`src/rtl/acc_frame_feeder.sv`:
```
// Frame sequencer for the DW-bit accumulator: clears it, feeds one frame of
// samples, then reports the captured sum, wrap count and a shadow-sum cross-check.
module acc_frame_feeder #(
  parameter int DW         = 4,
  parameter int LW         = 8,
  parameter int SETTLE_CYC = 1
) (
  input  logic          clk,
  input  logic          rst,
  input  logic          start,
  input  logic [LW-1:0] frame_len,
  input  logic          in_valid,
  input  logic [DW-1:0] in_data,
  output logic          in_ready,
  output logic          acc_clr,
  output logic [DW-1:0] acc_d,
  output logic          acc_step,
  input  logic [DW-1:0] acc_q,
  output logic          res_valid,
  input  logic          res_ready,
  output logic [DW-1:0] res_data,
  output logic [LW-1:0] res_wraps,
  output logic          res_err,
  output logic          busy
);

  localparam int SW = (SETTLE_CYC < 1) ? 1 : $clog2(SETTLE_CYC + 1);

  typedef enum logic [2:0] {
    IDLE   = 3'd0,
    CLEAR  = 3'd1,
    RUN    = 3'd2,
    SETTLE = 3'd3,
    DONE   = 3'd4
  } state_t;

  state_t        state_r;
  logic [LW-1:0] len_r;
  logic [LW-1:0] cnt_r;
  logic [LW-1:0] wraps_r;
  logic [DW-1:0] shadow_r;
  logic [SW-1:0] settle_r;
  logic [DW:0]   sum_s;
  logic          accept_s;

  // Wrap counter sticks at all-ones rather than rolling over.
  function automatic logic [LW-1:0] sat_inc(input logic [LW-1:0] w, input logic c);
    return (c && (w != {LW{1'b1}})) ? w + LW'(1) : w;
  endfunction

  assign in_ready = (state_r == RUN) && (cnt_r < len_r);
  assign accept_s = in_valid && in_ready;
  assign sum_s    = {1'b0, shadow_r} + {1'b0, in_data};
  assign busy     = (state_r != IDLE);

  // Frame sequencing FSM with registered acc strobes and result outputs.
  always_ff @(posedge clk or posedge rst) begin
    if (rst) begin
      state_r   <= IDLE;
      len_r     <= '0;
      cnt_r     <= '0;
      wraps_r   <= '0;
      shadow_r  <= '0;
      settle_r  <= '0;
      acc_clr   <= 1'b0;
      acc_d     <= '0;
      acc_step  <= 1'b0;
      res_valid <= 1'b0;
      res_data  <= '0;
      res_wraps <= '0;
      res_err   <= 1'b0;
    end else begin
      acc_clr  <= 1'b0;
      acc_step <= 1'b0;
      case (state_r)
        IDLE: begin
          if (start && (frame_len != '0)) begin
            len_r   <= frame_len;
            acc_clr <= 1'b1;
            state_r <= CLEAR;
          end
        end
        CLEAR: begin
          cnt_r    <= '0;
          shadow_r <= '0;
          wraps_r  <= '0;
          state_r  <= RUN;
        end
        RUN: begin
          if (accept_s) begin
            acc_d    <= in_data;
            acc_step <= 1'b1;
            cnt_r    <= cnt_r + LW'(1);
            shadow_r <= sum_s[DW-1:0];
            wraps_r  <= sat_inc(wraps_r, sum_s[DW]);
            if ((cnt_r + LW'(1)) == len_r) begin
              settle_r <= '0;
              state_r  <= SETTLE;
            end
          end
        end
        SETTLE: begin
          // The first SETTLE cycle carries the final acc_step; q is valid after that.
          if (settle_r == SW'(SETTLE_CYC)) begin
            res_data  <= acc_q;
            res_wraps <= wraps_r;
            res_err   <= (acc_q != shadow_r);
            res_valid <= 1'b1;
            state_r   <= DONE;
          end else begin
            settle_r <= settle_r + SW'(1);
          end
        end
        DONE: begin
          if (res_ready) begin
            res_valid <= 1'b0;
            state_r   <= IDLE;
          end
        end
        default: begin
          state_r <= IDLE;
        end
      endcase
    end
  end

endmodule
```
`config.mk`:
```
export PLATFORM = sky130hd
export DESIGN_NAME = acc_frame_feeder
export DESIGN_NICKNAME = d
export VERILOG_FILES = /design/src/rtl/acc_frame_feeder.sv
export SDC_FILE = /design/constraint.sdc
export NUM_CORES = 1
export LEC_CHECK = 0
export CORE_ASPECT_RATIO = 0.9
export CORE_UTILIZATION = 48
export CTS_CLUSTER_DIAMETER = 80
export CTS_CLUSTER_SIZE = 16
export DETAILED_ROUTE_END_ITERATION = 10
export PLACE_DENSITY = 0.82
export SYNTH_ARGS = -nofsm -noshare
export SYNTH_HDL_FRONTEND = slang
export SYNTH_SLANG_ARGS = --single-unit
```
`constraint.sdc`:
```
create_clock -name clk -period 2.6 [get_ports clk]
set_input_delay 0.78 -clock clk [delete_from_list [all_inputs] [get_ports clk]]
set_output_delay 0.78 -clock clk [all_outputs]
set_load 0.01 [all_outputs]
```
**Word level (Yosys, flattened, before mapping)**

Index checks and enable logic that the tools add are counted.

- Register bits: 52
- Input bits: 21
- Output and inout port bits: 22
- Logic and storage cells: 73

- $add $sub $neg: 4
- Order comparisons: 1
- Eq/ne operators: 13
- Mux-type cells: 24
- Reductions and logical operators: 18

Operators by type and width:

| kind | number |
|---|---|
| $pmux 8 s2 | 2 |
| $mux 8 | 3 |
| $add 8x1->8 const B | 2 |
| $mux 3 | 5 |
| $pmux 3 s5 | 1 |
| $mux 1 | 9 |
| $reduce_and 3->1 | 3 |
| $eq 8x8->1 | 1 |
| $lt 8x8->1 | 1 |
| $ne 2x2->1 const B | 4 |
| $ne 8x8->1 const B | 1 |
| $pmux 4 s2 | 1 |
| $reduce_and 2->1 | 4 |
| $reduce_bool 8->1 | 1 |
| $eq 3x2->1 const B | 2 |
| $reduce_bool 2->1 | 3 |
| $add 4x4->5 | 1 |
| $reduce_and 5->1 | 1 |
| $logic_and 1x1->1 | 4 |
| $mux 4 | 1 |
| $ne 2x1->1 const B | 2 |
| $ne 4x4->1 | 1 |
| $pmux 1 s2 | 2 |
| $eq 3x1->1 const B | 1 |
| 4 further kinds | 4 |

**Longest topological paths before layout**

Gate-level depths: netlist (run 1).

- Depth in word-level cells: 5
- Depth in mapped cells: 10
- Gate-level depth less buffers: 9

**Worst setup path after synthesis (run 1)**

OpenSTA, ideal clock, no wires.

- Path type: input port to flip-flop
- From: input port in_data[0]
- To: register wraps_r[0]
- Library setup time: 0.125 ns
- Arrival: 2.317 ns
- Data required time: 2.475 ns
- Slack: 0.158 ns
- Cell stages on the path: 7
- Buffers on the path: 0
- Cell sequence: ha_1 fa_1 a21o_1 a21oi_1 o21ai_1 o21ai_0 mux2_2

- Longest elaborated chain between the ends: 4

RTL lines:

| element | RTL line | source |
|---|---|---|
| from (decl) | 13 | `input logic [DW-1:0] in_data,` |
| $add 4x4->5 | 53 | `assign sum_s = {1'b0, shadow_r} + {1'b0, in_data};` |
| $logic_and 1x1->1 | 48 | `return (c && (w != {LW{1'b1}})) ? w + LW'(1) : w;` |
| $ne 2x1->1 (no line) | n/a |  |
| $reduce_and 3->1 (no line) | n/a |  |
| to (signal assigned) | 95 | `wraps_r <= sat_inc(wraps_r, sum_s[DW]);` |
| to (decl) | 40 | `logic [LW-1:0] wraps_r;` |

No other way between the ends.
A chain may end at the register's enable or synchronous reset.

**Worst setup path after layout (run 1)**

- From: register len_r[1]
- To: output port in_ready

- Longest elaborated chain between the ends: 2

RTL lines:

| element | RTL line | source |
|---|---|---|
| from (decl) | 38 | `logic [LW-1:0] len_r;` |
| from (signal assigned) | 78 | `len_r <= frame_len;` |
| $lt 8x8->1 | 51 | `assign in_ready = (state_r == RUN) && (cnt_r < len_r);` |
| $logic_and 1x1->1 | 51 |  |
| to (decl) | 14 | `output logic in_ready,` |

No other way between the ends.

==> results.md, run 1 <==
* Reg-to-reg critical path endpoint: cnt_r[7]
* Psw at 1.50 mW
* Syn_nets at 312
* Comb pwr share at 0.543
* Pwr Density at 1060 nW/um^2
* First-pass GRT wire length at about 11,000 um
* RSZ-0062 raised after global routing: yes
* Setup ws final at -0.0731 ns
* Crit path launch type: register
* Final design utilization at 0.695
* Outcome: finished, violations left
* Cells after Synth at 276
* Max cap viols at 0
* # port buffers at 42
* I/O Pins at 43
* Cell taking the most area after synthesis: dfrtp_1
* DIE WIDTH at 81.7 um
* Sequential share of power at 0.315
* Clock skew at 0.00688 ns
* Peak fanout along the critical path at 2
* Hold Path Stages at 2
* Syn Area/Cell at a little under 10 um^2
* Placed wire-length estimate at roughly 4600 um
* DR vias/cell at 5.55
* Slew Viols, Final at 0
* Reg2Reg Depth at 9
* DRC at 0
* Top_reg_cell synth: dfrtp_1
* CTS root buf: clkbuf_8
* Cell Area, Synth at 2740 um^2
* Post-route minimum period at around 2.7 ns
* Final wirelength at around 6500 um
* Clock Path Buffers at 2
* Worst-skew pair later-pin latency at 0.31 ns
* Synth-to-Final Area Change at 36.3%
* CTS H-tree lvls at 2
* Clock-pin slew on the worst setup and hold paths at 0.09 ns
* CP Data Arrival Time at 1.89 ns
* Number of synthesis warnings at 0
* Failing checks: setup timing
* Number of flops mapped to enable cells by yosys at 0
* Wire per inst at ~15 um
* Post-synth top area share at 0.474
* Critical path data required time at 1.82 ns
* Initial antenna violation count at 0
* Clk pwr share at 0.142
* Final nets at 397
* Gpl congestion at 0.901
* Total number of vias at 2,380
* HP Start: acc_d[2]
* GRT Total Usage at 0.238
* 1st-iter DRT viols at 179
* Post-synthesis register bit count at 52
* Fmax at 374 MHz
* Router iterations before antenna repair at 4
* Largest net degree at the start of global routing at 53
* Critical Path End Type: primary output
* Layout cell share with drive strength beyond 1 at 0.232
* Worst R2R Start: len_r[5]
* Register area share after synthesis at 0.474
* Synth top area cells: dfrtp_1 (47%), ha_1 (6.4%), nand2_1 (5.6%)
* TritonCTS clock tree: done
* Clk sinks at 52
* Grt ovf at 0
* IR drop worst, VDD at roughly 0.57 mV
* Leakage at 1.78 nW
* Core area at 5380 um^2
* Leading cell types by count after synthesis: dfrtp_1 (52), nand2_1 (41), o21ai_0 (24)
* Reg2Reg Setup Slack at 0.13 ns
* Hold Path Sink: acc_d[2]
* Worst slack, placed at -0.362 ns
* Final Hold Violating Endpoints at 0
* Hold-fix buffers at CTS at 0
* Starting Density at 0.510
* Final critical-path share of the clock period at 1.03
* # diodes at 0
* Die height at 73.7 um
* FP Rows at 25
* Total die area at 6020 um^2
* Setup CP Type: register to primary output
* Hold Path Class: register to register
* Vias in the first global route at 2,445
* Final Setup Violations at 1
* Internal power at approximately 2.5 mW
* Relative max-transition margin at 0.555
* Measured slew at the worst slew-check pin at 0.665 ns
* Async SR Flop Fraction at 1.00
* Cell variety after synth at 41
* Total CTS buffers at 5
* DRT antenna net count at 0
* Sw frac at 0.377
* Most common cell in the netlist: dfrtp_1
[repair_timing]
| action | CTS | global route |
|---|---|---|
| setup buffers | 0 | 3 |
| pin swaps | 1 | 11 |
| setup endpoints to repair | 3 | 15 |
| gates resized for setup | 8 | 16 |
[worst max-delay path by stage]
stage	start	end	slack [ns]	cells after the start
after floorplan	in_data[0]	wraps_r[0]	0.16	7
after global placement	in_data[0]	wraps_r[7]	-0.30	10
after detailed placement	in_data[0]	wraps_r[7]	-0.36	10
after CTS	len_r[1]	in_ready	-0.13	7
after global routing	cnt_r[1]	in_ready	-0.12	6
final	len_r[1]	in_ready	-0.07	7
[layout make-up]
| class | count | area (um^2) |
|---|---|---|
| Clock buffer | 5 | 68.8 |
| Clock inverter | 3 | 42.5 |
| Fill cell | 411 | 1640 |
| Inverter | 11 | 41.3 |
| Multi-Input combinational cell | 206 | 1440 |
| Sequential cell | 52 | 1300 |
| Tap cell | 67 | 83.8 |
| Timing Repair Buffer | 85 | 761 |
[power by group through the flow]
stage                     combinational, mW  sequential (mW)  clock (mW)
final                                  2.16             1.25       0.563
after global routing                   2.40             1.29       0.600
after floorplan                        1.02             1.31           0
after global placement                 1.93             1.25           0
after detailed placement               2.01             1.26           0
after CTS                              2.02             1.25       0.571
[per-layer routing]
layer | GRT usage | vias up | wire [um]
met4 | 0.0897 | 0 | 133
li1 | - | 1151 | -
met1 | 0.299 | 1148 | 2770
met2 | 0.407 | 66 | 3250
met3 | 0.0410 | 15 | 298
met5 | 0 | - | 0
[stage by stage]
stage	hold WS, ns	cell area (um^2)	TNS (ns)	power [mW]	instances
detailed placement	0.463	3530	-2.54	3.27	418
global placement	0.457	3530	-2.01	3.17	418
finish	0.482	3740	-0.0731	3.98	429
CTS	0.486	3650	-0.128	3.84	426
floorplan	0.451	2740	0	2.33	276
global route	0.527	3740	-0.124	4.29	429
[critical path, cell delays in order, from the launching register on]
cell,delay (ns)
dfrtp_1,0.41
inv_2,0.08
ha_4,0.19
nor2b_4,0.12
o211ai_1,0.24
a21oi_2,0.12
nor4_2,0.25
buf_2,0.18
[cell usage in the layout, fill, tap and decap left out, types with 2 or more instances in the layout]
cell type	instances
a21o_1	4
a21oi_1	10
a21oi_2	4
a22o_1	6
and3_1	4
buf_4	40
buf_6	2
clkbuf_8	5
clkdlybuf4s50_1	40
dfrtp_1	52
ha_1	12
inv_1	9
inv_2	2
mux2_2	13
nand2_1	41
nand3_1	14
nand3b_1	2
nand4_1	5
nor2_1	9
nor3_1	4
nor3b_1	3
nor4_1	4
o21a_1	2
o21ai_0	23
or3_1	5
xnor2_1	6
xor2_1	11
[sequential cells by signal, indices dropped and copies added (netlist names)]
signal	flops
cnt_r	8
len_r	8
res_wraps	8
wraps_r	8
acc_d	4
res_data	4
shadow_r	4
state_r	3
acc_clr	1
acc_step	1
res_err	1
res_valid	1
settle_r	1
[cells by family (layout without fill, tap and decap cells)]
family | after synthesis | count (layout) | synth area share
flops | 52 | 52 | 0.474
fa+ha+maj | 15 | 15 | 0.0711
buf+inv | 18 | 104 | 0.0251
mux | 13 | 13 | 0.0534
xor+xnor | 17 | 17 | 0.0543
compound gates | 58 | 58 | 0.129
simple gates | 103 | 103 | 0.193
Note: power is estimated with default switching activity, not from simulation.
==> run 2, diff against run 1 <==
==> constraint.sdc (replaced) <==
create_clock -name clk -period 2.6 [get_ports clk]
set_input_delay 0.52 -clock clk [delete_from_list [all_inputs] [get_ports clk]]
set_output_delay 0.52 -clock clk [all_outputs]
set_load 0.01 [all_outputs]
==> run 2 against run 1 <==
  * The run now ends clean
  * Via count down 5.9%
  * Largest cell class unchanged
  * Total power down 12%
  * Register-to-register slack about the same
  * Clock power down 16%
  * Highest routed layer unchanged
  * Cell area down 7.8%
  * Clock-buffer cell count unchanged
  * Critical endpoint unchanged
  * Utilization down 5.4 points
  * Clock skew down 0.0042 ns
  * Cell count down 6.8%
  * Global-route usage down 1.5 points
  * Sequential power up 5%
  * Die area unchanged
==> results.md, run 2 (same netlist as run 1, synthesis figures left out) <==
* Outcome: finished clean
* Peak per-stage delay on the critical path at 0.42 ns
* Relative max-transition margin at 0.521
* Hold Path Class: input port to async pin
* Core area at 5380 um^2
* Final nets at 368
* CTS H-tree lvls at 2
* Setup CP Type: register to primary output
* Leakage at 1.61 nW
* Critical Path End Type: primary output
* Die height at 73.7 um
* CTS root buf: clkbuf_8
* Starting Density at 0.510
* Fillers at 437
* # port buffers at 42
* Gpl congestion at roughly 0.84
* Grt ovf at 0
* IR drop worst, VDD at 0.667 mV
* Final design utilization at 0.640
* Crit path launch type: register
* Total CTS buffers at 5
* Placed wire-length estimate at 4370 um
* Clock-pin slew on the worst setup and hold paths at approximately 0.10 ns
* Largest net degree at the start of global routing at 26
* Fmax at 398 MHz
* Total Power at 3.49 mW
* DR vias/cell at roughly 5.6
* Reg2Reg Depth at 8
* DRC at 0
* # diodes at 0
* Reg-to-reg critical path endpoint: cnt_r[6]
* Hold-fix buffers at CTS at 0
* Total number of vias at 2,240
* DRT antenna net count at 0
* Initial antenna violation count at 0
* Synth-to-Final Area Change at 25.6%
* Final critical-path share of the clock period at 0.966
* RSZ-0062 raised after global routing: yes
* Worst-skew pair later-pin latency at 0.32 ns
* Slew Viols, Final at 0
* Fin Setup TNS at 0 ns
* Peak fanout along the critical path at 2
* TritonCTS clock tree: done
* Layout cell share with drive strength beyond 1 at 0.138
* Clock Path Buffers at 2
* Router iterations before antenna repair at 4
* 1st-iter DRT viols at 161
* Clock skew at 0.00272 ns
* Post-route minimum period at around 2.5 ns
* Most common library cell in the layout ignoring fill and taps: dfrtp_1
* Total die area at ~6000 um^2
* I/O Pins at 43
* Pwr Density at 1010 nW/um^2
* Final Setup Violations at 0
* Measured slew at the worst slew-check pin at 0.716 ns
* Final Hold Violating Endpoints at 0
* GRT Total Usage at 0.223
* Most frequent cells in the layout: dfrtp_1 (52), nand2_1 (41), clkdlybuf4s50_1 (41)
* Reg2Reg Setup Slack at between 0.1 and 0.15 ns
* Hold slack at 0.461 ns
* Sequence of cells on the critical path: ha_1, nor2b_1, o211ai_1, a21oi_2, nor4_2, clkbuf_2
* Max cap viols at 0
* Critical path data required time at 2.08 ns
* First-pass GRT wire length at between 9000 and 10,000 um
* Worst R2R Start: len_r[5]
* Final wirelength at 6050 um
* DIE WIDTH at 81.7 um
* FP Rows at 25
* Wire per inst at 15.1 um
* CP Data Arrival Time at 1.99 ns
* CP max stage cell: dfrtp_1
* Clk sinks at 52
* Vias in the first global route at 2,072
-- run 2: changes by cell type in the layout (fill, tap and decap cells not counted), moves of 2 or more --
cell / change
a21oi_1: +2
a21oi_2: -2
buf_4: -27
buf_6: -2
ha_1: +2
-- run 2: stage by stage --
stage / instances / instance area (um^2) / setup WS (ns)
final: 400 / 3450 / 0.0892
after global routing: 400 / 3450 / -0.0235
after detailed placement: 392 / 3340 / -0.0873
after global placement: 392 / 3340 / -0.0668
after floorplan: 276 / 2740 / 0.284
after CTS: 400 / 3430 / -0.0139
-- run 2: report_power, final --
| group | leakage [nW] | internal, mW | switching, mW | total, mW |
|---|---|---|---|---|
| registers | 0.675 | 1.07 | 0.240 | 1.31 |
| logic | 0.884 | 0.823 | 0.875 | 1.70 |
| clock network | 0.0479 | 0.188 | 0.286 | 0.475 |
| total | 1.61 | 2.09 | 1.40 | 3.49 |
-- run 2: final cells by class --
| class | instances | area [um^2] | area share |
|---|---|---|---|
| Clock buffer | 5 | 68.8 | 0.0200 |
| Clock inverter | 3 | 18.8 | 0.00545 |
| Inverter | 11 | 41.3 | 0.0120 |
| Multi-Input combinational cell | 206 | 1400 | 0.406 |
| Sequential cell | 52 | 1300 | 0.378 |
| Tap cell | 67 | 83.8 | 0.0243 |
| Timing Repair Buffer | 56 | 533 | 0.155 |
-- run 2: routing by layer --
metal	routed length (um)	GRT usage	vias up
li1	-	-	1089
met5	0	0	-
met1	2910	0.306	1090
met2	2820	0.352	55
met3	254	0.0497	6
met4	68	0.0643	0
-- run 2: worst max-delay path, delay by kind of cell, from the launching register on --
| family | cells | cell delay [ns] |
|---|---|---|
| buffers and inverters | 1 | 0.18 |
| adder cells (fa/ha/maj) | 1 | 0.27 |
| AO/OA/AOI/OAI | 2 | 0.41 |
| AND/OR/NAND/NOR | 2 | 0.39 |
| flip-flops | 1 | 0.42 |
-- run 2: how the worst max path moves through the flow --
| stage | start | end | slack (ns) |
|---|---|---|---|
| after floorplan | cnt_r[5] | settle_r | 0.28 |
| after CTS | len_r[5] | cnt_r[6] | -0.01 |
| after global routing | len_r[1] | in_ready | -0.02 |
| after detailed placement | in_data[0] | wraps_r[0] | -0.09 |
| after global placement | in_data[0] | wraps_r[0] | -0.07 |
| final | cnt_r[1] | in_ready | 0.09 |
-- run 2: timing repair --
action	CTS	global route
gates cloned	0	0
buffers inserted	0	0
resized for setup	2	7
endpoints found under the setup margin	1	16
pin swaps	0	2
